--- config.mk ---
export PLATFORM = sky130hd
export DESIGN_NAME = multicycle_control
export DESIGN_NICKNAME = d
export VERILOG_FILES = /design/src/rtl/multicycle_control_pkg.sv /design/src/rtl/ctrl_opcode_decode.sv /design/src/rtl/multicycle_control.sv
export SDC_FILE = /design/constraint.sdc
export NUM_CORES = 1
export LEC_CHECK = 0
export ABC_AREA = 1
export CORE_MARGIN = 4
export CORE_UTILIZATION = 45
export DETAILED_ROUTE_END_ITERATION = 8
export PLACE_DENSITY = 0.79
export SYNTH_ARGS = -nofsm -noshare
export SYNTH_HDL_FRONTEND = slang
export SYNTH_SLANG_ARGS = --single-unit
--- constraint.sdc ---
create_clock -name iClk -period 3.23 [get_ports iClk]
set_input_delay 0.969 -clock iClk [delete_from_list [all_inputs] [get_ports iClk]]
set_output_delay 0.969 -clock iClk [all_outputs]
set_load 0.01 [all_outputs]
--- src/rtl/multicycle_control_pkg.sv ---
// Shared definitions for the multi-cycle RV32I control unit: opcodes, FSM
// state encodings, ALU operation classes, trap causes and the level-control
// bundle produced by the opcode decoder.
package multicycle_control_pkg;

  localparam logic [6:0] OPC_RTYPE  = 7'b0110011;
  localparam logic [6:0] OPC_ITYPE  = 7'b0010011;
  localparam logic [6:0] OPC_LOAD   = 7'b0000011;
  localparam logic [6:0] OPC_STORE  = 7'b0100011;
  localparam logic [6:0] OPC_BRANCH = 7'b1100011;
  localparam logic [6:0] OPC_LUI    = 7'b0110111;
  localparam logic [6:0] OPC_AUIPC  = 7'b0010111;
  localparam logic [6:0] OPC_JAL    = 7'b1101111;
  localparam logic [6:0] OPC_JALR   = 7'b1100111;

  typedef enum logic [2:0] {
    ST_FETCH  = 3'd0,
    ST_DECODE = 3'd1,
    ST_EXEC   = 3'd2,
    ST_MEM    = 3'd3,
    ST_WB     = 3'd4,
    ST_TRAP   = 3'd5
  } state_t;

  // ALU operation classes, zero-extended to ALUOP_W at the top level.
  localparam logic [1:0] ALU_ADD    = 2'd0;
  localparam logic [1:0] ALU_BRANCH = 2'd1;
  localparam logic [1:0] ALU_RTYPE  = 2'd2;
  localparam logic [1:0] ALU_ITYPE  = 2'd3;

  localparam logic [1:0] CAUSE_NONE        = 2'd0;
  localparam logic [1:0] CAUSE_ILLEGAL     = 2'd1;
  localparam logic [1:0] CAUSE_MEM_TIMEOUT = 2'd2;

  typedef enum logic [3:0] {
    CLS_RTYPE,
    CLS_ITYPE,
    CLS_LOAD,
    CLS_STORE,
    CLS_BRANCH,
    CLS_LUI,
    CLS_AUIPC,
    CLS_JAL,
    CLS_JALR,
    CLS_ILLEGAL
  } opc_class_t;

  // Level controls that depend only on the registered opcode.
  typedef struct packed {
    logic [1:0] aluOp;
    logic       aluSrc1;
    logic       aluSrc2;
    logic       lui;
    logic       branch;
    logic       jump;
    logic       memRead;
    logic       memWrite;
  } ctrl_lvl_t;

endpackage

--- src/rtl/ctrl_opcode_decode.sv ---
// Combinational opcode decoder: maps a 7-bit RV32I opcode to its class, a
// legality flag and the level-control bundle used by EXEC/MEM/WB outputs.
module ctrl_opcode_decode
  import multicycle_control_pkg::*;
(
  input  logic [6:0]  opcode,
  output opc_class_t  opcClass,
  output logic        legal,
  output ctrl_lvl_t   lvl
);

  // Decode table; anything outside the supported opcode set is illegal.
  always_comb begin
    opcClass = CLS_ILLEGAL;
    legal    = 1'b1;
    lvl      = '0;
    case (opcode)
      OPC_RTYPE: begin
        opcClass  = CLS_RTYPE;
        lvl.aluOp = ALU_RTYPE;
      end
      OPC_ITYPE: begin
        opcClass    = CLS_ITYPE;
        lvl.aluOp   = ALU_ITYPE;
        lvl.aluSrc2 = 1'b1;
      end
      OPC_LOAD: begin
        opcClass    = CLS_LOAD;
        lvl.aluOp   = ALU_ADD;
        lvl.aluSrc2 = 1'b1;
        lvl.memRead = 1'b1;
      end
      OPC_STORE: begin
        opcClass     = CLS_STORE;
        lvl.aluOp    = ALU_ADD;
        lvl.aluSrc2  = 1'b1;
        lvl.memWrite = 1'b1;
      end
      OPC_BRANCH: begin
        opcClass   = CLS_BRANCH;
        lvl.aluOp  = ALU_BRANCH;
        lvl.branch = 1'b1;
      end
      OPC_LUI: begin
        opcClass    = CLS_LUI;
        lvl.lui     = 1'b1;
        lvl.aluSrc2 = 1'b1;
      end
      OPC_AUIPC: begin
        opcClass    = CLS_AUIPC;
        lvl.aluSrc1 = 1'b1;
        lvl.aluSrc2 = 1'b1;
      end
      OPC_JAL: begin
        opcClass    = CLS_JAL;
        lvl.aluSrc1 = 1'b1;
        lvl.aluSrc2 = 1'b1;
        lvl.jump    = 1'b1;
      end
      OPC_JALR: begin
        opcClass    = CLS_JALR;
        lvl.aluSrc2 = 1'b1;
        lvl.jump    = 1'b1;
      end
      default: legal = 1'b0;
    endcase
  end

endmodule

--- src/rtl/multicycle_control.sv ---
// Multi-cycle RV32I control FSM (FETCH/DECODE/EXEC/MEM/WB/TRAP) with memory
// handshakes, stall, illegal-opcode trap and a retired-instruction counter.
// Optional MEM wait timeout enabled by defining CTRL_MEM_TIMEOUT_EN.
//
// Handshake: the FSM advances only on a cycle where iStall is low; an
// iInstrAck/iMemAck seen while stalled is dropped and must be re-presented.
module multicycle_control
  import multicycle_control_pkg::*;
#(
  parameter int ALUOP_W  = 3,
  parameter int RETIRE_W = 32
`ifdef CTRL_MEM_TIMEOUT_EN
  ,
  parameter int MEM_TIMEOUT = 16
`endif
) (
  input  logic                iClk,
  input  logic                iRst,
  input  logic [6:0]          iOpcode,
  input  logic                iInstrAck,
  input  logic                iMemAck,
  input  logic                iStall,
  output logic                oInstrReq,
  output logic                oIrWr,
  output logic                oPcWr,
  output logic                oPcSrc,
  output logic                oMemRd,
  output logic                oMemWr,
  output logic [ALUOP_W-1:0]  oAluOp,
  output logic                oAluSrc1,
  output logic                oAluSrc2,
  output logic                oMemtoReg,
  output logic                oRegWrite,
  output logic                oLui,
  output logic                oBranch,
  output logic                oJump,
  output logic                oTrap,
  output logic [1:0]          oTrapCause,
  output logic [2:0]          oState,
  output logic [RETIRE_W-1:0] oRetired
);

  state_t              stateQ, stateD;
  logic [6:0]          opcodeQ;
  logic [1:0]          trapCauseQ, trapCauseD;
  logic [RETIRE_W-1:0] retiredQ;
  logic                runQ;
  opc_class_t          opcClass;
  logic                opcLegal;
  ctrl_lvl_t           lvl;
  logic                advance;
  logic                instrTake;
  logic                retire;
  logic                memTimeout;

  ctrl_opcode_decode uDecode (
    .opcode   (opcodeQ),
    .opcClass (opcClass),
    .legal    (opcLegal),
    .lvl      (lvl)
  );

  // runQ keeps every output low until the first clock after reset release.
  assign advance   = runQ && !iStall && (stateQ != ST_TRAP);
  assign instrTake = advance && (stateQ == ST_FETCH) && iInstrAck;
  assign retire    = advance && (stateD == ST_FETCH) &&
                     (stateQ == ST_EXEC || stateQ == ST_MEM || stateQ == ST_WB);

`ifdef CTRL_MEM_TIMEOUT_EN
  localparam int WAIT_W = $clog2(MEM_TIMEOUT);
  logic [WAIT_W-1:0] waitQ;

  assign memTimeout = (waitQ == WAIT_W'(MEM_TIMEOUT - 1));

  // Count un-acked MEM cycles; cleared whenever the FSM is outside MEM.
  always_ff @(posedge iClk or posedge iRst) begin
    if (iRst) begin
      waitQ <= '0;
    end else if (advance) begin
      if (stateQ != ST_MEM) waitQ <= '0;
      else if (!iMemAck)    waitQ <= waitQ + WAIT_W'(1);
    end
  end
`else
  assign memTimeout = 1'b0;
`endif

  // State register.
  always_ff @(posedge iClk or posedge iRst) begin
    if (iRst) stateQ <= ST_FETCH;
    else      stateQ <= stateD;
  end

  // Opcode, trap cause, retire counter and run flag.
  always_ff @(posedge iClk or posedge iRst) begin
    if (iRst) begin
      runQ       <= 1'b0;
      opcodeQ    <= '0;
      trapCauseQ <= CAUSE_NONE;
      retiredQ   <= '0;
    end else begin
      runQ       <= 1'b1;
      trapCauseQ <= trapCauseD;
      if (instrTake) opcodeQ  <= iOpcode;
      if (retire)    retiredQ <= retiredQ + RETIRE_W'(1);
    end
  end

  // Next-state and trap-cause selection.
  always_comb begin
    stateD     = stateQ;
    trapCauseD = trapCauseQ;
    if (advance) begin
      case (stateQ)
        ST_FETCH: if (iInstrAck) stateD = ST_DECODE;
        ST_DECODE: begin
          if (opcLegal) begin
            stateD = ST_EXEC;
          end else begin
            stateD     = ST_TRAP;
            trapCauseD = CAUSE_ILLEGAL;
          end
        end
        ST_EXEC: begin
          case (opcClass)
            CLS_LOAD, CLS_STORE: stateD = ST_MEM;
            CLS_BRANCH:          stateD = ST_FETCH;
            default:             stateD = ST_WB;
          endcase
        end
        ST_MEM: begin
          if (iMemAck) begin
            stateD = lvl.memRead ? ST_WB : ST_FETCH;
          end else if (memTimeout) begin
            stateD     = ST_TRAP;
            trapCauseD = CAUSE_MEM_TIMEOUT;
          end
        end
        ST_WB:   stateD = ST_FETCH;
        default: stateD = stateQ;
      endcase
    end
  end

  // Datapath strobes from state and registered opcode; one-cycle strobes
  // are suppressed while stalled, levels are left alone.
  always_comb begin
    oInstrReq  = 1'b0;
    oIrWr      = 1'b0;
    oPcWr      = 1'b0;
    oPcSrc     = 1'b0;
    oMemRd     = 1'b0;
    oMemWr     = 1'b0;
    oAluOp     = '0;
    oAluSrc1   = 1'b0;
    oAluSrc2   = 1'b0;
    oMemtoReg  = 1'b0;
    oRegWrite  = 1'b0;
    oLui       = 1'b0;
    oBranch    = 1'b0;
    oJump      = 1'b0;
    oTrap      = 1'b0;
    oTrapCause = CAUSE_NONE;
    case (stateQ)
      ST_FETCH: begin
        oInstrReq = runQ;
        if (instrTake) begin
          oIrWr = 1'b1;
          oPcWr = 1'b1;
        end
      end
      ST_EXEC: begin
        oAluOp   = ALUOP_W'(lvl.aluOp);
        oAluSrc1 = lvl.aluSrc1;
        oAluSrc2 = lvl.aluSrc2;
        oLui     = lvl.lui;
        oBranch  = lvl.branch;
        if (lvl.branch) begin
          oPcSrc = 1'b1;
          oPcWr  = !iStall;
        end
      end
      ST_MEM: begin
        oMemRd   = lvl.memRead;
        oMemWr   = lvl.memWrite;
        oAluSrc2 = 1'b1;
      end
      ST_WB: begin
        oRegWrite = !iStall;
        oMemtoReg = lvl.memRead;
        if (lvl.jump) begin
          oJump  = 1'b1;
          oPcSrc = 1'b1;
          oPcWr  = !iStall;
        end
      end
      ST_TRAP: begin
        oTrap      = 1'b1;
        oTrapCause = trapCauseQ;
      end
      default: ;
    endcase
  end

  assign oState   = stateQ;
  assign oRetired = retiredQ;

endmodule
==> impl_metrics.toml, run 1 <==
[outcome]
status = "completed"

[setup_path]
cp_max_fo = 2
reg2reg_from = "opcodeQ[3]"
startpoint_type = "input port"
crit_arrival_ns = 2.18
crit_path_frequent_cell = "clkdlybuf4s50_1"
worstPathCellList = "clkdlybuf4s50_1, buf_4, nor2_1, clkdlybuf4s50_1"
worstRegToRegCells = 11
path_buf_inv = 3
cp-end-kind = "output pin"
crit_end = "oRegWrite"
crit_type = "input port to output pin"
rrSetupSlack_ns = 1.16
startpoint = "iStall"
critPathTopFamily = "buffers and inverters"
rr_endpoint = "oRetired[16]"
required_ns = 2.26
critPathMaxStageDelay_ns = 0.54
crit_path_top_delay_cell = "clkdlybuf4s50_1"
worst-path-stages = 4

[route]
first_pass_iters = 5
drc = 0
drtAntennaViolNets = 0
met2_length_mm = 3.65
totalWireLength_mm = 7.68
wl_met1_mm = 3.50
drt_iter0_drc = 208
vias = 2892
met3_length_um = 415
maxUsedRoutingLayer = "met4"
wl_per_cell_um = 13.9
viasPerCell = 5.24

[die]
dieHeight_um = 88.0
rows = 28
io_pins = 66
start_util = 0.476
core-area_sq_um = 6060
die_area_sq_um = 7750
die_w_um = 88.0

[place]
io_buffers = 63
place_congestion = 0.961
place_hpwl_mm = 5.81
place_area_sq_um = 3610

[global_route]
grt_pass1_vias = 2805
track_usage = 0.217
grt_pass1_wl_mm = 13.4
antenna_found_initial = 0
gr-total-overflow = 0
grt_max_degree = 34

[timing]
finalSetupTns_ns = 0
worstMarginPinSlew_ns = 0.516
fin_skew_ns = 0.00616
final-hold-violation-count = 0
finalCritPeriodShare = 0.974
setup_viol = 0
post-route-min-period_ns = 3.15
holdWs_ns = 0.500
rsz0062_at_grt = "no"
max_freq_ghz = 0.318
slew_headroom = 0.653
finalMaxSlewViolations = 0

[synth]
synthCells = 406
syn_area_sq_um = 2880
seq_area_frac_synth = 0.382
synth_cell_type_count = 31
synth.avg_cell_area_sq_um = 7.10
ys_ff_latch = 44
ys_warn_count = 0

[cts]
clk_path_buf_depth = 2
htree_levels = 2
clock_latency_ns = 0.30
cts_made_buffers = 5
cts_tree = "yes"
cts.sinks = 44
clk_pin_slew_ns = 0.09
cts-root-buf = "clkbuf_8"

[final_layout]
final_core_util = 0.616
nets = 489
final_common_cell = "nand2_1"
final_area_sq_um = 3730
fillers = 570
antenna_cells = 0
area_growth_syn_to_layout_pct = 29.5
mostFrequentLayoutCells = "133 x nand2_1, 61 x clkdlybuf4s50_1, 44 x dfrtp_1"
drive_gt1_frac = 0.0943

[pwr]
power_density_nw_per_um2 = 270
cellLeakagePower_nw = 1.80
ir_drop_v = 0.000194
fin_total_pwr_w = 0.00101

[worst_hold_path]
hp-start = "trapCauseQ[0]"
hold_path_class = "flip-flop to flip-flop"

[job]
maxCapViolCount = 0
## Yosys cell counts (all sizes together)
library cell / instances / area share
conb: 2 / 0.0026
nor2: 43 / 0.066
nor3b: 1 / 0.0043
nand4: 10 / 0.022
nor3: 10 / 0.019
dfrtp: 44 / 0.38
or3: 1 / 0.0022
xor2: 16 / 0.049
nor4: 7 / 0.015
o21ai: 39 / 0.069
a41oi: 1 / 0.0030
nand3: 24 / 0.045
inv: 37 / 0.048
a221o: 1 / 0.0035
nand2: 138 / 0.19
xnor2: 14 / 0.043
clkbuf: 2 / 0.0026
a21oi: 2 / 0.0035
and3: 1 / 0.0022
ha: 1 / 0.0043
buf: 12 / 0.029
## through the flow
step | worst slack, ns | std cells
final | 0.0830 | 552
after detailed placement | -0.200 | 543
after global placement | -0.196 | 543
after CTS | 0.0942 | 552
after floorplan | 0.562 | 407
after global routing | 0.00794 | 552
## flip-flops by register name, indices dropped and copies added (netlist names)
name	count
oState	3
oRetired	32
trapCauseQ	1
opcodeQ	7
runQ	1
## kinds of logic after synthesis
kind of cell / after synthesis / synth area share
and+or+nand+nor: 235 / 0.361
buffers and inverters: 51 / 0.0799
DFF: 44 / 0.382
AOI/OAI and AO/OA: 43 / 0.0790
xor gates and xnor gates: 30 / 0.0911
other: 2 / 0.00261
adders and majority gates: 1 / 0.00434
## layout make-up
type,instances,area (sq um),share of cell area
Tap cell,75,93.8,0.0251
Clock buffer,5,68.8,0.0184
Inverter,37,139,0.0372
Timing Repair Buffer,76,727,0.195
Clock inverter,3,42.5,0.0114
Multi-Input combinational cell,312,1560,0.418
Sequential cell,44,1100,0.295
## how the worst min path moves through the flow
stage / end / slack, ns / cells past startpoint
2_1_floorplan: trapCauseQ[0] / 0.43 / 2
3_3_place_gp: trapCauseQ[0] / 0.45 / 2
3_5_place_dp: trapCauseQ[0] / 0.50 / 2
4_1_cts: opcodeQ[0] / 0.52 / 2
5_1_grt: opcodeQ[0] / 0.54 / 2
6_report: trapCauseQ[0] / 0.50 / 2
## worst register-to-register path, delay by kind of cell (launching register included)
family | cells | cell delay (ns)
compound gates | 1 | 0.16
buf+inv | 2 | 0.38
flops | 1 | 0.42
simple gates | 8 | 0.99
## timing repair
item | 4_1_cts | 5_1_grt
endpoints found under the setup margin | 2 | 1
hold buffers | 0 | 0
cloned | 0 | 0
endpoints found under the hold margin | 0 | 0
buffers inserted | 1 | 0
gates resized for setup | 3 | 2
pin swaps | 1 | 0
## report_power, final
| group | total (W) | internal (W) | switching (W) |
|---|---|---|---|
| clock | 0.000423 | 0.000229 | 0.000194 |
| combinational | 0.0000339 | 0.0000169 | 0.0000170 |
| sequential | 0.000551 | 0.000551 | 0.000000127 |
| total | 0.00101 | 0.000797 | 0.000211 |
## metal layers
metal,vias up,track usage
met4,0,0.0591
met1,1360,0.308
met3,7,0.0367
met5,-,0
li1,1437,-
met2,88,0.344
Power figures use the tool's default switching activity.
==> run 2, diff against run 1 <==
Settings changed: RECOVER_POWER set to 25.
==> impl_metrics.toml, run 2 (synthesized netlist as in run 1, its figures left out) <==
[timing]
final-hold-violation-count = 0
setup_viol = 0
worstMarginPinSlew_ns = 1.32
holdWs_ns = 0.500
finalMaxSlewViolations = 0
fin_skew_ns = 0.00552
post-route-min-period_ns = 3.15
finalCritPeriodShare = 0.974
rsz0062_at_grt = "no"
max_freq_ghz = 0.318
slew_headroom = 0.121

[pwr]
power_density_nw_per_um2 = 270
cellLeakagePower_nw = 1.79
ir_drop_v = 0.000194
fin_total_pwr_w = 0.00101

[route]
drc = 0
vias = 2894
wl_per_cell_um = 13.9
drt_iter0_drc = 208
viasPerCell = 5.24
drtAntennaViolNets = 0
totalWireLength_mm = 7.67
first_pass_iters = 5

[cts]
cts-root-buf = "clkbuf_8"
clk_pin_slew_ns = 0.09
cts_made_buffers = 5
htree_levels = 2
cts_tree = "yes"
clock_latency_ns = 0.30
cts.sinks = 44
clk_path_buf_depth = 2

[place]
place_congestion = 0.961
dp.cells = 543
place_hpwl_mm = 5.81
io_buffers = 63
place_area_sq_um = 3610

[setup_path]
cp-end-kind = "output pin"
crit_path_frequent_cell = "clkdlybuf4s50_1"
crit_arrival_ns = 2.18
worstPathCellList = "clkdlybuf4s50_1, buf_4, nor2_1, clkdlybuf4s50_1"
startpoint = "iStall"
crit_end = "oRegWrite"
crit_type = "input port to output pin"
reg2reg_from = "opcodeQ[3]"
critPathMaxStageDelay_ns = 0.54
crit_path_top_delay_cell = "clkdlybuf4s50_1"
cp_max_fo = 2
required_ns = 2.26
rrSetupSlack_ns = 1.16
worstRegToRegCells = 11
startpoint_type = "input port"
rr_endpoint = "oRetired[16]"

[worst_hold_path]
hold_path_class = "flip-flop to flip-flop"

[final_layout]
area_growth_syn_to_layout_pct = 29.2
nets = 489
final_area_sq_um = 3720
mostFrequentLayoutCells = "133 x nand2_1, 60 x clkdlybuf4s50_1, 44 x dfrtp_1"
drive_gt1_frac = 0.0901
fin_cells = 552
fillers = 572
final_common_cell = "nand2_1"
largest_reg_flops = 32
antenna_cells = 0

[global_route]
grt_pass1_wl_mm = 13.4
grt_max_degree = 34
grt_pass1_vias = 2805
track_usage = 0.217
gr-total-overflow = 0
antenna_found_initial = 0

[die]
core-area_sq_um = 6060
dieHeight_um = 88.0
start_util = 0.476
rows = 28
io_pins = 66
die_w_um = 88.0
die_area_sq_um = 7750

[job]
maxCapViolCount = 0

[outcome]
status = "completed"
## run 2: critical path: cells and delay by family
kind,cells,cell delay [ns]
buf+inv,3,1.12
simple gates,1,0.09
## run 2: layout make-up
class | instances | area [sq um] | area share
Tap cell | 75 | 93.8 | 0.0252
Clock inverter | 3 | 42.5 | 0.0114
Sequential cell | 44 | 1100 | 0.296
Inverter | 37 | 139 | 0.0373
Timing Repair Buffer | 76 | 719 | 0.193
Multi-Input combinational cell | 312 | 1560 | 0.419
Clock buffer | 5 | 68.8 | 0.0185
## run 2: metrics by stage
step                      worst slack, ns  utilization  setup TNS [ns]
after global placement             -0.196        0.596          -0.378
after floorplan                     0.562            -               0
after CTS                          0.0942        0.615               0
final                              0.0830        0.615               0
after global routing              0.00794        0.615               0
after detailed placement           -0.200        0.596          -0.382
## run 2: worst min path at each step
stage | from | endpoint | slack [ns] | cells past startpoint
after floorplan | trapCauseQ[0] | trapCauseQ[0] | 0.43 | 2
after global placement | trapCauseQ[0] | trapCauseQ[0] | 0.45 | 2
after detailed placement | trapCauseQ[0] | trapCauseQ[0] | 0.50 | 2
after CTS | opcodeQ[0] | opcodeQ[0] | 0.52 | 2
after global routing | opcodeQ[0] | opcodeQ[0] | 0.54 | 2
final | trapCauseQ[0] | trapCauseQ[0] | 0.50 | 2
## run 2: where the power goes
part / switching, W / leakage [nW] / total (W) / internal [W]
Combinational: 0.0000169 / 1.16 / 0.0000324 / 0.0000155
Clock: 0.000195 / 0.0541 / 0.000423 / 0.000229
Sequential: 0.000000127 / 0.571 / 0.000551 / 0.000551
## run 2: per-layer routing
metal / GRT usage / routed length, um / vias to the layer above
met5: 0 / 0 / -
met4: 0.0591 / 106 / 0
met3: 0.0367 / 406 / 7
met2: 0.344 / 3630 / 83
met1: 0.308 / 3530 / 1366
li1: - / - / 1438
## run 2: timing repair
action                                 in CTS  in global routing
gates cloned                                0                  0
setup endpoints to repair                   2                  1
hold buffers                                0                  0
endpoints found under the hold margin       0                  0
gates resized for setup                     3                  2
pin swaps                                   1                  0
buffers inserted                            1                  0
==> run 3, diff against run 2 <==
Settings changed: CORE_ASPECT_RATIO set to 0.8, CTS_BUF_LIST set to sky130_fd_sc_hd__clkbuf_8.
==> impl_metrics.toml, run 3 (synthesized netlist as in run 1, its figures left out) <==
[timing]
slew_headroom = 0.170
max_freq_ghz = 0.316
post-route-min-period_ns = 3.16
setup_viol = 0
fin_skew_ns = 0.00739
final-hold-violation-count = 0
finalMaxSlewViolations = 0
rsz0062_at_grt = "no"
fin_ws_ns = 0.0695
finalCritPeriodShare = 0.978
worstMarginPinSlew_ns = 1.25

[cts]
clk_pin_slew_ns = 0.08
cts-root-buf = "clkbuf_8"
cts_hold_buffers = 0
cts_setup_buffers = 0
cts_made_buffers = 5
clock_latency_ns = 0.30
cts_tree = "yes"
cts.sinks = 44
htree_levels = 2
clk_path_buf_depth = 2

[job]
maxCapViolCount = 0

[die]
core-area_sq_um = 6070
die_w_um = 97.5
dieHeight_um = 79.6
rows = 25
die_area_sq_um = 7760
io_pins = 66
start_util = 0.475

[route]
drtAntennaViolNets = 0
drt_iter0_drc = 149
totalWireLength_mm = 7.60
viasPerCell = 5.28
vias = 2954
wl_per_cell_um = 13.6
drc = 0
maxUsedRoutingLayer = "met4"
met2_length_mm = 3.25
first_pass_iters = 5
met3_length_um = 621
wl_met1_mm = 3.61

[global_route]
grt_max_degree = 25
grt_pass1_vias = 2702
track_usage = 0.207
gr-total-overflow = 0
antenna_found_initial = 0
grt_pass1_wl_mm = 13.1

[final_layout]
drive_gt1_frac = 0.0879
final_core_util = 0.613
fillers = 558
antenna_cells = 0
mostFrequentLayoutCells = "133 x nand2_1, 60 x clkdlybuf4s50_1, 44 x dfrtp_1"
nets = 490
fin_cells = 559
area_growth_syn_to_layout_pct = 28.9
final_common_cell = "nand2_1"
largest_reg_flops = 32

[setup_path]
critPathMaxStageDelay_ns = 0.54
crit_path_top_delay_cell = "clkdlybuf4s50_1"
worstPathCellList = "clkdlybuf4s50_1, buf_4, nor2_1, clkdlybuf4s50_1"
crit_path_frequent_cell = "clkdlybuf4s50_1"
crit_arrival_ns = 2.19
required_ns = 2.26
crit_type = "input port to output pin"
cp_max_fo = 2
startpoint_type = "input port"
cp-end-kind = "output pin"

[place]
place_hpwl_mm = 5.94
place_congestion = 0.916
dp.cells = 551
io_buffers = 63
pre_cts_ws_ns = -0.186

[worst_hold_path]
hold_path_class = "flip-flop to flip-flop"

[pwr]
fin_total_pwr_w = 0.000932
power_density_nw_per_um2 = 251
ir_drop_v = 0.000188
cellLeakagePower_nw = 1.80

[outcome]
status = "completed"
==> run 3: cell types whose count changed in the layout (fill, tap and decap cells not counted), sizes merged <==
cell           previous run  this run
inv                      36        38
buf                      11        12
bufinv                    1         0
clkbuf                    7         8
clkdlybuf4s15             1         0
clkinv                    2         1
clkinvlp                  1         0
dlygate4sd2               1         2
==> run 3: path summary, 6_finish.rpt <==
path | startpoint | endpoint | slack [ns] | depth (start not counted)
setup / recovery | iStall | oRegWrite | 0.07 | 4
hold / removal | trapCauseQ[0] | trapCauseQ[0] | 0.46 | 2
setup reg to reg | oState[0] | oRetired[12] | 1.24 | 9
hold reg to reg | trapCauseQ[0] | trapCauseQ[0] | 0.46 | 2
max in group asynchronous | iRst | oRetired[12] | 0.96 | 3
min in group asynchronous | iRst | oRetired[1] | 1.47 | 3
==> run 3: area by class of cell <==
class	instances	area (sq um)	share of cell area
clock buffer	6	82.6	0.0222
clock inverter	2	7.51	0.00202
inverter	37	139	0.0374
multi-input combinational	312	1560	0.420
sequential	44	1100	0.296
tap	81	101	0.0273
timing repair buffer	77	726	0.195
==> run 3: power by group <==
part | internal [W] | total (W) | switching (W)
Sequential | 0.000551 | 0.000551 | 0.000000133
Combinational | 0.0000147 | 0.0000313 | 0.0000166
Clock | 0.000168 | 0.000350 | 0.000182
Total | 0.000734 | 0.000932 | 0.000199
==> run 3: what timing repair did <==
action | CTS | global route
setup endpoints to repair | 2 | 2
gates resized for setup | 3 | 1
gates cloned | 0 | 0
pin swaps | 1 | 0
==> run 3: critical path: cells and delay by family <==
family | cells | cell delay [ns]
AND/OR/NAND/NOR | 1 | 0.09
buffers and inverters | 3 | 1.13
==> run 3: metrics by stage <==
stage	area, sq um	TNS (ns)	hold WS, ns
2_1_floorplan	2890	0	0.428
3_3_place_gp	3630	-0.324	0.452
3_5_place_dp	3630	-0.361	0.446
4_1_cts	3720	0	0.465
5_1_grt	3720	0	0.519
6_report	3720	0	0.459
==> run 3: layer usage <==
metal	up-vias	global-route usage
li1	1443	-
met1	1373	0.302
met2	126	0.304
met3	12	0.0428
met4	0	0.0692
met5	-	0
